**src/rtl/fifo_arb_pkg.sv**
```systemverilog
// Shared definitions for the round-robin FIFO write-port arbiter:
// FSM state encodings and a constant-evaluable ceil(log2) helper.
package fifo_arb_pkg;

  typedef enum logic [1:0] {
    ST_IDLE    = 2'd0,
    ST_GRANT   = 2'd1,
    ST_BURST   = 2'd2,
    ST_RELEASE = 2'd3
  } arb_state_t;

  // Index width for a vector of 'value' entries; never narrower than one bit.
  function automatic int clog2(input int value);
    int result;
    result = 1;
    for (int i = 1; i < 31; i++) begin
      if ((32'sd1 <<< i) < value) begin
        result = i + 1;
      end
    end
    return result;
  endfunction

endpackage

```
**src/rtl/fifo_wr_arbiter_rr_pick.sv**
```systemverilog
// Combinational round-robin select: first set request searching upward from
// ptr+1, wrapping modulo P_REQ_NUM. Returns a one-hot grant and its index.
module rr_pick
  import fifo_arb_pkg::*;
#(
  parameter int P_REQ_NUM   = 4,
  parameter int P_IDX_WIDTH = clog2(P_REQ_NUM)
) (
  input  logic [P_REQ_NUM-1:0]   req,
  input  logic [P_IDX_WIDTH-1:0] ptr,
  output logic [P_REQ_NUM-1:0]   grant,
  output logic [P_IDX_WIDTH-1:0] idx
);

  // Priority search starting just after the last served requester
  always_comb begin
    int                   cand_int;
    logic [P_IDX_WIDTH-1:0] cand;
    logic                 found;
    grant    = '0;
    idx      = '0;
    found    = 1'b0;
    cand_int = 0;
    cand     = '0;
    for (int off = 1; off <= P_REQ_NUM; off++) begin
      cand_int = (int'(ptr) + off) % P_REQ_NUM;
      cand     = P_IDX_WIDTH'(cand_int);
      if (!found && req[cand]) begin
        found       = 1'b1;
        grant[cand] = 1'b1;
        idx         = cand;
      end else begin
        found = found;
      end
    end
  end

endmodule

```
**src/rtl/fifo_wr_arbiter.sv**
```systemverilog
// Shares one FIFO write port between P_REQ_NUM burst requesters, round-robin.
// The owner keeps the port until its burst completes or it drops its request.
module fifo_wr_arbiter
  import fifo_arb_pkg::*;
#(
  parameter int P_REQ_NUM    = 4,
  parameter int P_DATA_WIDTH = 4,
  parameter int P_LEN_WIDTH  = 5
) (
  input  logic                              i_clk,
  input  logic                              i_rst,
  input  logic [P_REQ_NUM-1:0]              i_req,
  input  logic [P_REQ_NUM*P_LEN_WIDTH-1:0]  i_len,
  input  logic [P_REQ_NUM*P_DATA_WIDTH-1:0] i_wdata,
  output logic [P_REQ_NUM-1:0]              o_grant,
  output logic [P_REQ_NUM-1:0]              o_ack,
  output logic [clog2(P_REQ_NUM)-1:0]       o_owner,
  output logic                              o_busy,
  output logic                              o_fifo_wr_en,
  output logic [P_DATA_WIDTH-1:0]           o_fifo_wdata,
  input  logic                              i_fifo_full
);

  localparam int IW = clog2(P_REQ_NUM);
  localparam logic [P_LEN_WIDTH-1:0] LEN_ONE = P_LEN_WIDTH'(1'b1);

  arb_state_t               state_r;
  arb_state_t               state_s;
  logic [P_REQ_NUM-1:0]     grant_r;
  logic [IW-1:0]            owner_r;
  logic [IW-1:0]            ptr_r;
  logic [P_LEN_WIDTH-1:0]   count_r;
  logic                     busy_r;

  logic [P_REQ_NUM-1:0]     pick_grant_s;
  logic [IW-1:0]            pick_idx_s;
  logic [P_LEN_WIDTH-1:0]   len_arr_s  [P_REQ_NUM];
  logic [P_DATA_WIDTH-1:0]  data_arr_s [P_REQ_NUM];
  logic [P_LEN_WIDTH-1:0]   win_len_s;
  logic                     own_req_s;
  logic                     beat_s;

  for (genvar k = 0; k < P_REQ_NUM; k++) begin : g_slice
    assign len_arr_s[k]  = i_len[k*P_LEN_WIDTH +: P_LEN_WIDTH];
    assign data_arr_s[k] = i_wdata[k*P_DATA_WIDTH +: P_DATA_WIDTH];
  end

  rr_pick #(
    .P_REQ_NUM   (P_REQ_NUM),
    .P_IDX_WIDTH (IW)
  ) u_rr_pick (
    .req   (i_req),
    .ptr   (ptr_r),
    .grant (pick_grant_s),
    .idx   (pick_idx_s)
  );

  assign win_len_s = len_arr_s[pick_idx_s];
  assign own_req_s = i_req[owner_r];
  // A beat moves only while the owner still requests and the FIFO has room.
  assign beat_s    = (state_r == ST_BURST) && own_req_s && !i_fifo_full;

  // Next-state logic for IDLE -> GRANT -> BURST -> RELEASE
  always_comb begin
    state_s = state_r;
    case (state_r)
      ST_IDLE: begin
        if (|i_req) state_s = ST_GRANT;
        else        state_s = ST_IDLE;
      end
      ST_GRANT: state_s = ST_BURST;
      ST_BURST: begin
        if (!own_req_s)                       state_s = ST_RELEASE;
        else if (beat_s && count_r == LEN_ONE) state_s = ST_RELEASE;
        else                                  state_s = ST_BURST;
      end
      ST_RELEASE: state_s = ST_IDLE;
      default:    state_s = ST_IDLE;
    endcase
  end

  // Write-side strobes, forced to zero outside an accepted beat
  always_comb begin
    o_fifo_wr_en = beat_s;
    o_fifo_wdata = '0;
    o_ack        = '0;
    if (beat_s) begin
      o_fifo_wdata   = data_arr_s[owner_r];
      o_ack[owner_r] = 1'b1;
    end else begin
      o_fifo_wdata = '0;
      o_ack        = '0;
    end
  end

  // FSM state register and busy flag
  always_ff @(posedge i_clk or negedge i_rst) begin
    if (!i_rst) begin
      state_r <= ST_IDLE;
      busy_r  <= 1'b0;
    end else begin
      state_r <= state_s;
      busy_r  <= (state_s != ST_IDLE);
    end
  end

  // Grant, owner, round-robin pointer and beat counter
  always_ff @(posedge i_clk or negedge i_rst) begin
    if (!i_rst) begin
      grant_r <= '0;
      owner_r <= '0;
      ptr_r   <= IW'(P_REQ_NUM - 1);
      count_r <= '0;
    end else begin
      case (state_r)
        ST_IDLE: begin
          if (|i_req) begin
            grant_r <= pick_grant_s;
            owner_r <= pick_idx_s;
            count_r <= (win_len_s == '0) ? LEN_ONE : win_len_s;
          end
        end
        ST_BURST: begin
          if (beat_s) count_r <= count_r - LEN_ONE;
          if (state_s == ST_RELEASE) grant_r <= '0;
        end
        ST_RELEASE: ptr_r <= owner_r;
        default: begin
          grant_r <= grant_r;
        end
      endcase
    end
  end

  assign o_grant = grant_r;
  assign o_owner = owner_r;
  assign o_busy  = busy_r;

endmodule
```
**config.mk**
```make
export PLATFORM = sky130hd
export DESIGN_NAME = fifo_wr_arbiter
export DESIGN_NICKNAME = d
export VERILOG_FILES = /design/src/rtl/fifo_arb_pkg.sv /design/src/rtl/fifo_wr_arbiter_rr_pick.sv /design/src/rtl/fifo_wr_arbiter.sv
export SDC_FILE = /design/constraint.sdc
export NUM_CORES = 1
export LEC_CHECK = 0
export BUFFER_PORTS_ARGS = -buffer_cell sky130_fd_sc_hd__buf_2
export CAP_MARGIN = 5
export CORE_MARGIN = 2
export CORE_UTILIZATION = 50
export DETAILED_ROUTE_END_ITERATION = 7
export PLACE_DENSITY = 0.8
export SETUP_SLACK_MARGIN = 0.5
export SYNTH_ARGS = -nofsm -noshare
export SYNTH_HDL_FRONTEND = slang
export SYNTH_HIERARCHICAL = 1
export SYNTH_SLANG_ARGS = --single-unit
```
**constraint.sdc**
```tcl
create_clock -name i_clk -period 4.6 [get_ports i_clk]
set_input_delay 0.23 -clock i_clk [delete_from_list [all_inputs] [get_ports i_clk]]
set_output_delay 0.23 -clock i_clk [all_outputs]
set_load 0.03 [all_outputs]
```
---- After elaboration in Yosys (flattened, before gate mapping) ----
Index checks and enable logic that the tools add are counted.
operators by class
  $lt $le $gt $ge ......................... 12
  muxes and demuxes ....................... 50
  eq/ne operators ......................... 8
  $add $sub $neg .......................... 5
  bitwise logic cells ..................... 5
  reductions and logical operators ........ 23
operator list
  kind                                                         number
  2-to-1 mux 4 bit                                             10
  2-to-1 mux 5 bit                                             5
  2-to-1 mux 1 bit                                             16
  less-than comparator 2 x 3 -> 1 bit (second input constant)  5
  bitwise OR 4 bit                                             3
  logical AND 1 bit                                            11
  binary-select mux 1 bit (select 2 bit)                       5
  binary-select mux 5 bit (select 2 bit)                       1
  demux 1 bit (select 2 bit)                                   5
  >= comparator 2 x 1 -> 1 bit (second input constant)         5
  one-hot mux 5 bit (2 select lines)                           1
  binary-select mux 4 bit (select 2 bit)                       1
  2-to-1 mux 2 bit                                             4
  one-hot mux 2 bit (4 select lines)                           1
  one-hot mux 4 bit (2 select lines)                           1
  equality test 2 bit (second input constant)                  3
  >= comparator 3 bit (second input constant)                  2
  NOT 2 -> 3 bit                                               2
  AND reduction 3 bit                                          2
  equality test 5 x 1 -> 1 bit (second input constant)         1
  zero test 5 bit                                              1
  subtractor 5 x 1 -> 5 bit (second input constant)            1
  adder 2 x 1 -> 2 bit (second input constant)                 2
  adder 2 bit (second input constant)                          2
  other kinds (8)                                              13
word-level totals
  input bits .............................. 43
  register bits ........................... 16
  output and inout port bits .............. 16

---- Logic depth before layout (Yosys ltp) ----
  depth after elaboration ................. 21
  gate-level depth with buffers ........... 11
  mapped depth without buffers ............ 9

---- Cells and area by module ----
The synthesis kept the hierarchy.
by module, submodules not included
  module           sequential area each (µm²)  cells an instance  instances  area each (µm²)
  fifo_wr_arbiter  402.9                       101                1          1182.4
  rr_pick          0.0                         59                 1          490.5

---- Least setup slack after synthesis ----
OpenSTA, ideal clock, no wires.
  path type ............................... reg-to-reg
  start ................................... register ptr_r[0]
  end ..................................... register count_r[0]
  slack ................................... 1.225 ns
  stages on the path, launching flop included .. 11
  required time ........................... 4.534 ns
  arrival ................................. 3.309 ns
  path through ............................ dfstp_2 -> buf_4 -> inv_1 -> ha_1 -> mux4_2 -> o21ai_1 -> a2bb2oi_1 -> clkbuf_1 -> mux4_2 -> o41ai_1 -> a221o_1
on the way
  cells in the longest elaborated chain, start to end .. 21
ends and longest elaborated chain
  element                                                line                           RTL
  from (decl)                                            fifo_wr_arbiter.sv:31          logic [IW-1:0] ptr_r;
  from (signal assigned)                                 fifo_wr_arbiter.sv:112         ptr_r <= IW'(P_REQ_NUM - 1);
  from (signal assigned)                                 fifo_wr_arbiter.sv:127         ST_RELEASE: ptr_r <= owner_r;
  adder 2 x 1 -> 2 bit                                   fifo_wr_arbiter_rr_pick.sv:26  cand_int = (int'(ptr) + off) % P_REQ_NUM;
  binary-select mux 1 bit (select 2 bit)                 fifo_wr_arbiter_rr_pick.sv:28  if (!found && req[cand]) begin
  2-to-1 mux 1 bit (implied by the code)                 fifo_wr_arbiter_rr_pick.sv:28
  2-to-1 mux 1 bit                                       fifo_wr_arbiter_rr_pick.sv:28
  zero test 1 bit                                        fifo_wr_arbiter_rr_pick.sv:28
  logical AND 1 bit                                      fifo_wr_arbiter_rr_pick.sv:28
  2-to-1 mux 1 bit                                       fifo_wr_arbiter_rr_pick.sv:28
  zero test 1 bit                                        fifo_wr_arbiter_rr_pick.sv:28
  [... 5 more ...]                                       --
  named net pick_idx_s[0]                                fifo_wr_arbiter.sv:36          logic [IW-1:0] pick_idx_s;
  NOT 2 -> 3 bit (implied by the code) *                 fifo_wr_arbiter.sv:58          assign win_len_s = len_arr_s[pick_idx_s];
  binary-select mux 5 bit (select 2 bit) *               fifo_wr_arbiter.sv:58
  2-to-1 mux 5 bit (implied by the code) * (2 in a row)  fifo_wr_arbiter.sv:58
  zero test 5 bit                                        fifo_wr_arbiter.sv:120         count_r <= (win_len_s == '0) ? LEN_ONE : win_len_s;
  2-to-1 mux 5 bit *                                     fifo_wr_arbiter.sv:120
  2-to-1 mux 5 bit *                                     fifo_wr_arbiter.sv:117         if (|i_req) begin
  one-hot mux 5 bit (2 select lines) *                   fifo_wr_arbiter.sv:115         case (state_r)
  to (signal assigned)                                   fifo_wr_arbiter.sv:120
  to (signal assigned)                                   fifo_wr_arbiter.sv:124         if (beat_s) count_r <= count_r - LEN_ONE;
  to (decl)                                              fifo_wr_arbiter.sv:32          logic [P_LEN_WIDTH-1:0] count_r;
Mark *: on every way through the listed nets, which the timed path passes. The rest lies on a longest branch. The select of a mux whose other input is x is not followed.
A chain may end at the register's enable or synchronous reset.

---- Final worst setup path ----
Ends and elaborated chain as after synthesis.

==> out/results.tsv <==
stage	metric	value	unit
timing	drv_slew	0	
worst_setup_path	critPathMaxFanout	18	
job	maxCapViolCount	0	
floorplanning	die_w	61.84	µm
route	drt_iter0_drc	70	
logic_synthesis	netlist_instances	160	
floorplanning	rows	21	
global_route	grt_pass1_vias	1340	
final_layout	fin_util	61.10	%
timing	finalCritPeriodShare	74.41	%
logic_synthesis	yosysWarnings	6	
timing	finClkSkew	1.620	ps
global_route	overflow	0	
global_route	grt_pass1_wl	5.968	mm
global_route	grt.total_usage	21.00	%
floorplanning	core_area	3284	µm²
logic_synthesis	ys_ff_latch	16	
final_layout	final_layout_size_suffix_gt1_share	42.13	%
timing	tightest_slew	611.3	ps
logic_synthesis	synth_edf_count	0	
cts	htree_num_levels	1	
logic_synthesis	syn-num-nets	216	
placed_design	dp_slack	1210	ps
timing	setup_violations	0	
placed_design	io_buffer_count	58	
route	drc	0	
timing	fin_ws	1177	ps
global_route	grt_max_degree	19	
floorplanning	die_h	61.84	µm
logic_synthesis	syn_area	1673	µm²
worst_setup_path	crit_path_start_kind	flop	
route	firstDrtPassIters	4	
worst_setup_path	crit_required	4830	ps
logic_synthesis	syn_avg_cell_area	10.46	µm²
placed_design	gp_congestion	0.8916	
route	vias_per_cell	5.782	
cts	hold_buffers	1	
logic_synthesis	synth-main-ff-cell	dfrtp_1	
cts	cts_sinks	16	
cts	clockBufferDepth	2	
timing	post-route-min-period	3423	ps
floorplanning	initial_utilization	50.93	%
final_layout	area_delta_synth_final	19.97	%
timing	finalSetupTns	0	ps
cts	numCtsBuffers	3	
min_path	worst_hold_path_type	input port to flop	
global_route	busiest_layer	met2	
pwr	powerDensity	698.9	nW/µm²
cts	cts_tree	built	
logic_synthesis	ys_seq_area_share	24.08	%
global_route	antenna_found_initial	0	
timing	fmax	292.1	MHz
logic_synthesis	synth_cell_types	54	
timing	rsz0062_at_grt	no	
logic_synthesis	yosys.area.top_type	dfrtp_1	
route	wl_per_cell	14.76	µm
cts	clock_latency	290	ps
cts	cts_setup_buffers	0	
worst_setup_path	critical_path_arrival	3650	ps
final_layout	multiInputGateArea	1154	µm²
global_route	grt_use_met2	36.99	%
pwr	peakVddDrop	0.0003778	V
route	route.antenna.remaining_nets	0	
worst_setup_path	path_class	flop to flop	
worst_setup_path	cp-end-kind	flop	
floorplanning	die-area	3824	µm²
route	vias	1515	
final_layout	seq_area	402.9	µm²
route	wl	3.867	mm
logic_synthesis	yosys.area.top_type_share	20.94	%
final_layout	final_cell_mix	58 x buf_2, 15 x nand2_1, 14 x dfrtp_1	
final_layout	antenna_cells	0	
logic_synthesis	synth_area_leaders	dfrtp_1 21%, mux4_2 16%, ha_1 9.7%, nand2_1 3.4%, dfstp_2 3.1%	
pwr	power.leakage	0.9553	nW
cts	clk_pin_slew	90	ps
cts	cts_root_buffer	clkbuf_4	
final_layout	fin_nets	273	
final_layout	final_common_cell	buf_2	
floorplanning	pin_count	59	
placed_design	dpl.hpwl	3.055	mm
cts	ctsResizeCount	0	
global_route	gr-usage-met3	3.106	%
timing	hold_viol_final	0	
timing	relSlewSlack	58.80	%
global_route	use_met1	27.00	%
run_status	status	complete, no violations	
logic_synthesis	synthArstFlopShare	100.0	%
final_layout	nFillCells	270	
## Yosys cell counts (2+ instances only)
cell type,n
a22o_1,4
buf_6,4
o21ai_1,7
clkbuf_1,2
mux2_1,2
dfrtp_1,14
nor2_1,5
and3_1,2
nand3_1,4
o21ai_0,3
nor3_1,4
nor2b_1,2
dfstp_2,2
inv_1,11
nor3b_1,3
mux2_2,3
nand2_1,15
and3b_1,2
mux4_2,12
buf_4,2
ha_1,13
and2_1,4
o211ai_1,2
a21oi_1,3
a221o_1,5
mux2i_1,2
## through the flow
step                cells  hold slack (ps)  total power [W]  area (µm²)
floorplan             160           -65.59         0.001116        1673
global placement      257            156.6         0.001295        1961
detailed placement    257            162.6         0.001305        1961
CTS                   262            310.7         0.001409        2007
global route          262            362.2         0.001533        2007
finish                262            320.5         0.001403        2007
## final cells by class
cell class | count | area share (%)
multi-input cells | 123 | 57.48
repair buffers | 60 | 15.34
clock buffers | 4 | 1.808
inverters | 13 | 2.431
flip-flops and latches | 16 | 20.07
well taps | 46 | 2.868
## worst max-delay path, cell delays in order, from the launching register on
cell and delay [ps]:
dfstp_2 750, inv_1 160, ha_1 430, mux4_2 440
o21ai_1 170, a2bb2oi_1 180, buf_4 190, mux4_2 520
o41ai_1 350, a221o_1 180
## final timing paths
check / start / to / slack (ps) / depth (start not counted)
hold / removal: i_fifo_full / state_r[0]$_DFF_PN0_ / 320 / 4
hold reg to reg: o_grant[2]$_DFFE_PN0P_ / o_grant[2]$_DFFE_PN0P_ / 510 / 1
setup reg to reg: ptr_r[0]$_DFFE_PN1N_ / count_r[0]$_DFFE_PN0P_ / 1180 / 9
max in group asynchronous: i_rst / ptr_r[1]$_DFFE_PN1N_ / 3920 / 2
setup / recovery: ptr_r[0]$_DFFE_PN1N_ / count_r[0]$_DFFE_PN0P_ / 1180 / 9
min in group asynchronous: i_rst / count_r[4]$_DFFE_PN0P_ / 370 / 2
## state kept, by name, summed over array words and instances (netlist names)
register / flops
o_grant: 4
ptr_r: 2
state_r: 2
count_r: 5
o_busy: 1
o_owner: 2
## metal layers
layer	part of all wire, %	up-vias
li1	-	722
met1	43	733
met2	50	56
met3	5.7	4
met4	0.98	0
met5	0	-
## power breakdown
part / switching, W / internal [W] / total (W)
Clock: 0.0000447 / 0.0000482 / 0.0000929
Combinational: 0.000516 / 0.000468 / 0.000984
Sequential: 0.000111 / 0.000215 / 0.000326
Total: 0.000672 / 0.000731 / 0.00140
## kinds of logic after synthesis
logic type	share of synthesized area (%)
compound gates	21.69
xor+xnor	0.5237
fa+ha+maj	9.724
buf+inv	6.955
flops	24.08
mux	20.72
simple gates	16.31
(Power assumes the default switching activity.)
